**config.mk**
```make
export PLATFORM = sky130hd
export DESIGN_NAME = sorted_serializer_flat
export DESIGN_NICKNAME = d
export VERILOG_FILES = /design/src/rtl/sorted_serializer_if.sv /design/src/rtl/sorted_serializer.sv /design/src/flat_wrapper.sv
export SDC_FILE = /design/constraint.sdc
export NUM_CORES = 1
export LEC_CHECK = 0
export ABC_AREA = 1
export ABC_CLOCK_PERIOD_IN_PS = 18370
export CELL_PAD_IN_SITES_DETAIL_PLACEMENT = 2
export CELL_PAD_IN_SITES_GLOBAL_PLACEMENT = 2
export CORE_MARGIN = 1.5
export CORE_UTILIZATION = 30
export DETAILED_ROUTE_END_ITERATION = 12
export GPL_ROUTABILITY_DRIVEN = 0
export PLACE_DENSITY_LB_ADDON = 0.1
export SLEW_MARGIN = 40
export SYNTH_ARGS = -nofsm -noshare
export SYNTH_HDL_FRONTEND = slang
export SYNTH_SLANG_ARGS = --single-unit
```
**constraint.sdc**
```tcl
create_clock -name clk_i -period 18.37 [get_ports clk_i]
set_clock_uncertainty 0.1 [all_clocks]
set_input_delay 4.5925 -clock clk_i [delete_from_list [all_inputs] [get_ports clk_i]]
set_output_delay 4.5925 -clock clk_i [all_outputs]
set_load 0.02 [all_outputs]
```
**src/rtl/sorted_serializer_if.sv**
```systemverilog
`default_nettype none
//------------------------------------------------------------------------------
// Module      : sorted_serializer_if
// Description : Bundle of the vector input, element stream output and status
//               signals of sorted_serializer.
//               slave  : view of the serializer itself
//               master : view of the environment (producer + consumer)
// Signals     : data_i         sorted vector, element 0 is the smallest
//               data_valid_i   single-cycle vector strobe (no backpressure)
//               data_o         current element
//               data_valid_o   element valid
//               data_ready_i   consumer ready
//               data_last_o    final element of a vector
//               index_o        vector index of the current element
//               fifo_level_o   vectors stored (excluding the one being sent)
//               overflow_o     sticky vector-dropped flag
//               overflow_clr_i clears overflow_o
// Revision    : 1.0 - initial release
//------------------------------------------------------------------------------
interface sorted_serializer_if #(
   parameter int NUMBER_WIDTH   = 10,
   parameter int NUMBERS_AMOUNT = 10,
   parameter int FIFO_DEPTH     = 4
);
   localparam int c_IDX_W = $clog2(NUMBERS_AMOUNT);
   localparam int c_LVL_W = $clog2(FIFO_DEPTH + 1);

   logic [NUMBERS_AMOUNT-1:0][NUMBER_WIDTH-1:0] data_i;
   logic                                        data_valid_i;
   logic [NUMBER_WIDTH-1:0]                     data_o;
   logic                                        data_valid_o;
   logic                                        data_ready_i;
   logic                                        data_last_o;
   logic [c_IDX_W-1:0]                          index_o;
   logic [c_LVL_W-1:0]                          fifo_level_o;
   logic                                        overflow_o;
   logic                                        overflow_clr_i;

   modport slave (
      input  data_i,
      input  data_valid_i,
      input  data_ready_i,
      input  overflow_clr_i,
      output data_o,
      output data_valid_o,
      output data_last_o,
      output index_o,
      output fifo_level_o,
      output overflow_o
   );

   modport master (
      output data_i,
      output data_valid_i,
      output data_ready_i,
      output overflow_clr_i,
      input  data_o,
      input  data_valid_o,
      input  data_last_o,
      input  index_o,
      input  fifo_level_o,
      input  overflow_o
   );
endinterface
`default_nettype wire

```
**src/rtl/sorted_serializer.sv**
```systemverilog
`default_nettype none
//------------------------------------------------------------------------------
// Module      : sorted_serializer
// Description : Back end of the sorting network. Whole sorted vectors are
//               captured into a small vector FIFO (the network cannot be
//               stalled) and streamed out one element per beat on a
//               valid/ready interface. Vectors arriving into a full FIFO are
//               dropped and flagged on a sticky overflow bit.
// Ports       : clk_i    clock, rising edge
//               rst_n_i  synchronous active-low reset
//               bus      sorted_serializer_if.slave (vector in, stream out,
//                        level / overflow status)
// Options     : SORTED_SERIALIZER_DESCENDING_EN - when defined, elements are
//               emitted from index NUMBERS_AMOUNT-1 down to 0 and data_last_o
//               marks index 0. Default build emits ascending order.
// Revision    : 1.0 - initial release
//------------------------------------------------------------------------------
module sorted_serializer #(
   parameter int NUMBER_WIDTH   = 10,
   parameter int NUMBERS_AMOUNT = 10,
   parameter int FIFO_DEPTH     = 4
) (
   input wire              clk_i,
   input wire              rst_n_i,
   sorted_serializer_if.slave bus
);

   localparam int c_IDX_W = $clog2(NUMBERS_AMOUNT);
   localparam int c_LVL_W = $clog2(FIFO_DEPTH + 1);
   localparam int c_PTR_W = $clog2(FIFO_DEPTH);

   localparam logic [c_IDX_W-1:0] c_IDX_MAX  = c_IDX_W'(NUMBERS_AMOUNT - 1);
   localparam logic [c_LVL_W-1:0] c_LVL_FULL = c_LVL_W'(FIFO_DEPTH);

`ifdef SORTED_SERIALIZER_DESCENDING_EN
   localparam logic [c_IDX_W-1:0] c_IDX_FIRST = c_IDX_MAX;
   localparam logic [c_IDX_W-1:0] c_IDX_LAST  = '0;
`else
   localparam logic [c_IDX_W-1:0] c_IDX_FIRST = '0;
   localparam logic [c_IDX_W-1:0] c_IDX_LAST  = c_IDX_MAX;
`endif

   typedef logic [NUMBERS_AMOUNT-1:0][NUMBER_WIDTH-1:0] vec_t;

   typedef enum logic [0:0] {
      ST_IDLE = 1'b0,
      ST_SEND = 1'b1
   } state_t;

   //---------------------------------------------------------------------------
   // Storage and state
   //---------------------------------------------------------------------------
   vec_t               r_mem [FIFO_DEPTH];
   logic [c_PTR_W-1:0] r_wr_ptr;
   logic [c_PTR_W-1:0] r_rd_ptr;
   logic [c_LVL_W-1:0] r_level;
   logic               r_overflow;

   state_t             r_state;
   state_t             w_state_nxt;
   vec_t               r_vec;       // vector currently being serialized
   logic [c_IDX_W-1:0] r_idx;
   logic [c_IDX_W-1:0] w_idx_nxt;

   logic               w_fifo_nempty;
   logic               w_pop;
   logic               w_push_acc;
   logic               w_drop;
   logic               w_hs;

   assign w_fifo_nempty = (r_level != '0);

   // A full FIFO still accepts a vector when the head leaves in the same
   // cycle: the freed slot is exactly the one the write pointer addresses.
   assign w_push_acc = bus.data_valid_i && ((r_level != c_LVL_FULL) || w_pop);
   assign w_drop     = bus.data_valid_i && !w_push_acc;

   //---------------------------------------------------------------------------
   // Read FSM: state register
   //---------------------------------------------------------------------------
   always_ff @(posedge clk_i) begin
      if (!rst_n_i) begin
         r_state <= ST_IDLE;
         r_idx   <= '0;
         r_vec   <= '0;
      end else begin
         r_state <= w_state_nxt;
         r_idx   <= w_idx_nxt;
         if (w_pop) begin
            r_vec <= r_mem[r_rd_ptr];
         end
      end
   end

   //---------------------------------------------------------------------------
   // Read FSM: next state, pop request and element index
   //---------------------------------------------------------------------------
   always_comb begin
      w_state_nxt = r_state;
      w_idx_nxt   = r_idx;
      w_pop       = 1'b0;
      w_hs        = 1'b0;

      case (r_state)
         ST_IDLE: begin
            if (w_fifo_nempty) begin
               w_pop       = 1'b1;
               w_state_nxt = ST_SEND;
            end
         end

         ST_SEND: begin
            w_hs = bus.data_ready_i;
            if (w_hs) begin
               if (r_idx == c_IDX_LAST) begin
                  // Chain straight into the next vector so the stream has
                  // no bubble across vector boundaries.
                  if (w_fifo_nempty) begin
                     w_pop = 1'b1;
                  end else begin
                     w_state_nxt = ST_IDLE;
                  end
               end else begin
`ifdef SORTED_SERIALIZER_DESCENDING_EN
                  w_idx_nxt = r_idx - 1'b1;
`else
                  w_idx_nxt = r_idx + 1'b1;
`endif
               end
            end
         end

         default: begin
            w_state_nxt = ST_IDLE;
         end
      endcase

      if (w_pop) begin
         w_idx_nxt = c_IDX_FIRST;
      end
   end

   //---------------------------------------------------------------------------
   // Vector FIFO pointers, level and sticky overflow
   //---------------------------------------------------------------------------
   always_ff @(posedge clk_i) begin
      if (!rst_n_i) begin
         r_wr_ptr   <= '0;
         r_rd_ptr   <= '0;
         r_level    <= '0;
         r_overflow <= 1'b0;
      end else begin
         if (w_push_acc) begin
            r_wr_ptr <= r_wr_ptr + 1'b1;
         end
         if (w_pop) begin
            r_rd_ptr <= r_rd_ptr + 1'b1;
         end

         case ({w_push_acc, w_pop})
            2'b10:   r_level <= r_level + 1'b1;
            2'b01:   r_level <= r_level - 1'b1;
            default: r_level <= r_level;
         endcase

         // A drop in the same cycle as a clear keeps the flag set.
         if (w_drop) begin
            r_overflow <= 1'b1;
         end else if (bus.overflow_clr_i) begin
            r_overflow <= 1'b0;
         end
      end
   end

   // Vector storage needs no reset: only slots between the pointers are read.
   always_ff @(posedge clk_i) begin
      if (w_push_acc) begin
         r_mem[r_wr_ptr] <= bus.data_i;
      end
   end

   //---------------------------------------------------------------------------
   // Outputs. Everything is driven from registers, so data/index/last hold
   // still while the consumer stalls.
   //---------------------------------------------------------------------------
   assign bus.data_valid_o = (r_state == ST_SEND);
   assign bus.data_o       = r_vec[r_idx];
   assign bus.index_o      = r_idx;
   assign bus.data_last_o  = (r_state == ST_SEND) && (r_idx == c_IDX_LAST);
   assign bus.fifo_level_o = r_level;
   assign bus.overflow_o   = r_overflow;

endmodule
`default_nettype wire

```
**src/flat_wrapper.sv**
```systemverilog
// flat-port wrapper written by rule: the top's interface ports become plain ports
module sorted_serializer_flat 
#(
   parameter int NUMBER_WIDTH   = 10,
   parameter int NUMBERS_AMOUNT = 10,
   parameter int FIFO_DEPTH     = 4
)
  (clk_i, rst_n_i, bus_data_i, bus_data_valid_i, bus_data_ready_i, bus_overflow_clr_i, bus_data_o, bus_data_valid_o, bus_data_last_o, bus_index_o, bus_fifo_level_o, bus_overflow_o);
  sorted_serializer_if #(.NUMBER_WIDTH(NUMBER_WIDTH), .NUMBERS_AMOUNT(NUMBERS_AMOUNT), .FIFO_DEPTH(FIFO_DEPTH)) bus_i ();
  input wire clk_i;
  input wire rst_n_i;
  input wire logic [$bits(bus_i.data_i)-1:0] bus_data_i;
  input wire logic [$bits(bus_i.data_valid_i)-1:0] bus_data_valid_i;
  input wire logic [$bits(bus_i.data_ready_i)-1:0] bus_data_ready_i;
  input wire logic [$bits(bus_i.overflow_clr_i)-1:0] bus_overflow_clr_i;
  output wire logic [$bits(bus_i.data_o)-1:0] bus_data_o;
  output wire logic [$bits(bus_i.data_valid_o)-1:0] bus_data_valid_o;
  output wire logic [$bits(bus_i.data_last_o)-1:0] bus_data_last_o;
  output wire logic [$bits(bus_i.index_o)-1:0] bus_index_o;
  output wire logic [$bits(bus_i.fifo_level_o)-1:0] bus_fifo_level_o;
  output wire logic [$bits(bus_i.overflow_o)-1:0] bus_overflow_o;
  assign bus_i.data_i = bus_data_i;
  assign bus_i.data_valid_i = bus_data_valid_i;
  assign bus_i.data_ready_i = bus_data_ready_i;
  assign bus_i.overflow_clr_i = bus_overflow_clr_i;
  assign bus_data_o = bus_i.data_o;
  assign bus_data_valid_o = bus_i.data_valid_o;
  assign bus_data_last_o = bus_i.data_last_o;
  assign bus_index_o = bus_i.index_o;
  assign bus_fifo_level_o = bus_i.fifo_level_o;
  assign bus_overflow_o = bus_i.overflow_o;
  sorted_serializer #(.NUMBER_WIDTH(NUMBER_WIDTH), .NUMBERS_AMOUNT(NUMBERS_AMOUNT), .FIFO_DEPTH(FIFO_DEPTH)) u_core (.clk_i(clk_i), .rst_n_i(rst_n_i), .bus(bus_i));
endmodule
```
==> out/metrics.csv, run 1 <==
metric;value;unit
Slowest Stage Delay on Critical Path;590;ps
nets@finish;1876;
die width;259;um
RSZ-0062 raised after global routing;no;
Fmax achieved;119;MHz
Max Cap Viol;0;
hold slack;375;ps
Syn Inst Count;1674;
Core Region;64600;um2
antenna viol nets, final;0;
setup bufs post-CTS;0;
final core occ;36.6;%
routed len/inst;23.1;um
status;finished clean;
CTS H-tree depth;2;
Clock Latency Late Sink;610;ps
WP data required;13680;ps
DRT Pass-1 Iters;5;
min Tclk post-route;8430;ps
Final Hold Viols;0;
CP Class;flip-flop to primary output;
global-route wire length before repair;92700;um
Worst IR Drop VDD;98.9;uV
Hold Crit Class;flip-flop to flip-flop;
global route overflow;0;
Netlist cell types;26;
post-cts sizing count;0;
total wire length;61600;um
DR vias/cell;4.99;
initial antenna violation count;3;
# clock sinks;513;
CP cell instances;buf_4 -> inv_2 -> o21ai_0 -> o21ai_0 -> o211ai_1 -> o21ai_1 -> clkdlybuf4s50_1;
Slowest-stage cell, CP;clkdlybuf4s50_1;
Die ar.;67100;um2
Area contributors post-synth;edfxtp_1 61%, dfxtp_1 12%, nor2_1 9.1%, o21ai_0 8.6%, a31oi_1 3.2%;
DRC Markers;0;
DR iter-0 viols;762;
CTS tree;yes;
I/O pin total;125;
crit share post-route;45.9;%
fin. max-slew vios;0;
CTS clk-pin slew, worst paths;60;ps
pwr dens;154;nW/um2
cell accounting for the most synthesized area;edfxtp_1;
share of cells above drive strength 1;6.24;%
Yosys warning total;0;
Slew @ Worst Pin;811;ps
Detail Placement HPWL;36000;um
sequential-to-total area share from yosys stat;72.6;%
final setup violating endpoints;0;
Yosys top cell area share;61.1;%
Critical Path AT;3740;ps
Rows;93;
area grow syn2layout;20.2;%
# hold bufs at CTS;0;
GRT Total Usage;18.4;%
Leak;0.00789;uW
crit path max fanout;55;
register bit total from synthesis;513;
Syn Area/Cell;11.7;um2
Slew headroom;45.9;%
port bufs;124;
setup_tns;0;ps
post-synth net total;1786;
pin count of the biggest net entering global routing;98;
die height;259;um
CTS buffer count;58;
vias in the first global route;14500;
Mapped Area;19700;um2
root buffer cell;clkbuf_16;
Vias;13300;
CTS max path bufs;3;
startpoint types;flip-flop;
most used cell along the critical path;o21ai_0;
Initial Util;30.4;%
Crit. End Element;primary output;
cell usage in the layout (no fill, tap or decap), types with 12 or more instances in the layout:
master and n:
nor2_1 470, edfxtp_1 400, o21ai_0 337, clkdlybuf4s50_1 123, dfxtp_1 110, a31oi_1 100, clkbuf_16 59, o21ai_1 25
clkbuf_1 25, inv_1 22, nand2_1 19, o211ai_1 18, nand3_1 12
synthesized netlist by cell type:
| cell | number |
|---|---|
| nor2_1 | 474 |
| edfxtp_1 | 400 |
| o21ai_0 | 337 |
| dfxtp_1 | 113 |
| a31oi_1 | 100 |
| clkbuf_1 | 66 |
| buf_2 | 45 |
| o21ai_1 | 25 |
| inv_1 | 24 |
| nand2_1 | 19 |
| o211ai_1 | 18 |
| nand3_1 | 12 |
| mux2i_1 | 10 |
| a21oi_1 | 6 |
| ha_1 | 6 |
| buf_1 | 5 |
| inv_2 | 2 |
| nand4_1 | 2 |
| nor3_1 | 2 |
| o221ai_1 | 2 |
| a21oi_2 | 1 |
| buf_6 | 1 |
| fa_1 | 1 |
| nor3b_1 | 1 |
| or2_2 | 1 |
| xor2_1 | 1 |
registers in the layout (all words and copies together), names as in the netlist:
signal and flops:
u_core.bus.overflow_o 1, u_core.bus.index_o 4, u_core.r_wr_ptr 2, u_core.r_mem 400
u_core.r_vec 100, u_core.r_rd_ptr 2, u_core.bus.fifo_level_o 3, u_core.bus.data_valid_o 1
stage by stage:
step / total power (uW) / setup slack, ps / cells / cell area [um2]
final: 3650 / 9940 / 2668 / 23600
after global routing: 3870 / 9740 / 2667 / 23600
after CTS: 3700 / 9890 / 2663 / 23500
after detailed placement: 2550 / 9660 / 2555 / 21700
after global placement: 2520 / 9690 / 2555 / 21600
after floorplan: 2150 / 8420 / 1674 / 19700
kinds of logic (layout without fill, tap and decap cells):
kind of cell,count (synthesis),in the layout,share of synthesized area (%)
DFF,513,513,72.6
muxes,10,10,0.509
AOI/OAI and AO/OA,489,489,13.4
other,0,1,0
adders and majority gates,7,7,0.484
xor gates and xnor gates,1,1,0.0446
buffers and inverters,143,281,3.06
and+or+nand+nor,511,511,9.91
report_power, final:
part	internal [uW]	leakage [uW]	switching (uW)
logic	278	0.00238	680
clock network	676	0.000899	458
registers	1430	0.00461	120
cell type report:
| cell class | count | area, um2 |
|---|---|---|
| sequential | 513 | 14300 |
| tap | 855 | 1070 |
| clock buffer | 88 | 1630 |
| clock inverter | 20 | 220 |
| multi-input combinational | 1018 | 4820 |
| fill | 6660 | 41000 |
| antenna | 1 | 2.50 |
| timing repair buffer | 147 | 1510 |
| inverter | 26 | 105 |
per-layer routing:
layer  vias up  GRT usage (%)  wire (um)
met5         -              0         34
li1       6178              -          -
met3        73           3.26       2150
met2       195           30.2      29000
met1      6865           25.5      29400
met4         6           4.06        986
worst max-delay path, delay by kind of cell, from the launching register on:
family	cells	cell delay (ps)
flops	1	310
buf+inv	3	1650
compound gates	4	1170
final timing paths:
check,slack (ps),from,cells after the start,end
setup reg to reg,13890,u_core.bus.index_o[0],10,u_core.r_mem[2][42]
hold / removal,370,u_core.bus.overflow_o,2,u_core.bus.overflow_o
hold reg to reg,370,u_core.bus.overflow_o,2,u_core.bus.overflow_o
setup / recovery,9940,u_core.bus.index_o[0],7,bus_data_o[8]
No activity file was read; power rests on OpenSTA's default activity.
==> run 2: changes to the inputs <==
Settings changed: ABC_CLOCK_PERIOD_IN_PS 18370 to 7700.
Clock period 18.37 ns to 7.7 ns, I/O delays scaled along.
==> run 2 against run 1 <==
  * Worst hold slack worse by 0.78 ps
  * Power rose by 140%
  * Non-clock buffer count decreased by 1
  * Cell count stayed put
  * Final area grew 0.43%
  * Clock-buffer cell count down 8
  * Sequential cell count is the same
  * Critical path depth unchanged
  * Worst setup slack got worse by 7700 ps
  * Highest routed layer unchanged
==> out/metrics.csv, run 2 (synthesized netlist as in run 1, its figures left out) <==
metric;value;unit;change
status;finished clean;;
Core Region;64600;um2;unchanged
crit share post-route;70.5;%;
CTS clk-pin slew, worst paths;60;ps;about the same
DRT Pass-1 Iters;5;;unchanged
root buffer cell;clkbuf_16;;
share of cells above drive strength 1;6.68;%;+0.44 points
worst r2r src;u_core.bus.index_o[0];;
hold endpoint;u_core.bus.overflow_o;;
# clock sinks;513;;unchanged
DRC Markers;0;;unchanged
hold slack;374;ps;-0.781 ps
Detail Placement HPWL;37600;um;+4.6%
CTS H-tree depth;2;;unchanged
CTS max path bufs;3;;unchanged
Leak;0.00794;uW;+0.71%
Max Cap Viol;0;;unchanged
global-route wire length before repair;94700;um;+2.2%
Vias;13500;;+1.2%
final setup violating endpoints;0;;unchanged
RSZ-0062 raised after global routing;no;;
non-filler instance count after layout;2668;;unchanged
die width;259;um;unchanged
Post-Place Cells;2557;;+0.078%
vias in the first global route;14500;;+0.39%
R2R Setup Slk;3840;ps;-10050 ps
Hold Crit Class;flip-flop to flip-flop;;
Rows;93;;unchanged
setup_tns;0;ps;unchanged
setup bufs post-CTS;0;;unchanged
nets@finish;1875;;-0.053%
pwr dens;373;nW/um2;+140%
Reg2Reg Capture Point;u_core.r_mem[3][84];;
hold depth;2;;unchanged
total wire length;63200;um;+2.6%
area grow syn2layout;20.7;%;
Fmax achieved;184;MHz;
startpoint types;flip-flop;;
Die ar.;67100;um2;unchanged
most frequent cells in the layout;470 x nor2_1, 400 x edfxtp_1, 337 x o21ai_0;;
Top reg by flops;u_core.r_mem;;
fillcell total;6643;;-0.26%
Clock Latency Late Sink;600;ps;about the same
fin. max-slew vios;0;;unchanged
die height;259;um;unchanged
Worst IR Drop VDD;241;uV;+140%
I/O pin total;125;;unchanged
area occupied by multi-input gates;4820;um2;unchanged
min Tclk post-route;5430;ps;
crit path max fanout;55;;unchanged
initial antenna violation count;6;;+3
commonest non-fill, non-tap cell in the layout;nor2_1;;
# hold bufs at CTS;0;;unchanged
antenna viol nets, final;0;;unchanged
Initial Util;30.4;%;unchanged
port bufs;124;;unchanged
CP Class;flip-flop to primary output;;
routed len/inst;23.7;um;+2.6%
pin count of the biggest net entering global routing;109;;+11%
Slew headroom;45.5;%;-0.36 points
DR vias/cell;5.05;;+1.2%
Slew @ Worst Pin;818;ps;+6.44 ps
Final Hold Viols;0;;unchanged
global route overflow;0;;unchanged
max reg flops;400;;unchanged
Register Area;14300;um2;unchanged
R2R cell count;9;;-1
CTS buffer count;58;;unchanged
Min-Delay Startpoint;u_core.bus.overflow_o;;
WP data required;5680;ps;-8000 ps
Critical Path AT;3400;ps;-340 ps
Crit. End Element;primary output;;
DR iter-0 viols;734;;-3.7%
CTS tree;yes;;
post-cts sizing count;0;;unchanged
GRT Total Usage;18.9;%;+0.51 points
[run 2: stage by stage]
step           setup slack (ps)  util [%]  total power (uW)  cell area, um2
2_1_floorplan               418         -              5130           19700
3_3_place_gp               2430      33.6              6060           21700
3_5_place_dp               2580      33.7              6150           21800
4_1_cts                    2290      36.7              8990           23700
5_1_grt                    2050      36.7              9380           23700
6_report                   2270      36.7              8850           23700
[run 2: worst max-delay path, stage by stage, from the launching register on]
cell	delay, ps
dfxtp_2	310
buf_4	490
inv_2	440
o21ai_0	330
o211ai_1	130
nand3_1	170
o21ai_0	260
clkdlybuf4s50_1	640
[run 2: cell type report]
type,instances,area share [%]
diodes,1,0.0105
clock buffers,80,6.76
clock inverters,29,1.34
inverters,26,0.438
multi-input cells,1018,20.3
flip-flops and latches,513,60.2
well taps,855,4.51
repair buffers,146,6.46
[run 2: layer usage]
metal  wire [um]  vias to the layer above  part of all wire [%]  global-route usage [%]
li1            -                     6184                     -                       -
met1       28700                     7005                    45                    25.2
met2       30400                      206                    48                    31.5
met3        2510                       79                   4.0                    3.31
met4        1600                        4                   2.5                    5.72
met5          23                        -                 0.036                       0
[run 2: worst max path at each step]
stage                                from  slack (ps)                   to
floorplan                bus_data_ready_i         420   u_core.r_mem[0][0]
global placement         bus_data_ready_i        2430  u_core.r_mem[0][24]
detailed placement       bus_data_ready_i        2580  u_core.r_mem[3][77]
CTS                 u_core.bus.index_o[0]        2290        bus_data_o[1]
global route        u_core.bus.index_o[0]        2050        bus_data_o[3]
finish              u_core.bus.index_o[0]        2270        bus_data_o[3]
[run 2: report_power, final]
| part | switching (uW) | internal (uW) |
|---|---|---|
| logic | 1610 | 685 |
| clock network | 1100 | 1680 |
| registers | 343 | 3420 |
| total | 3060 | 5790 |
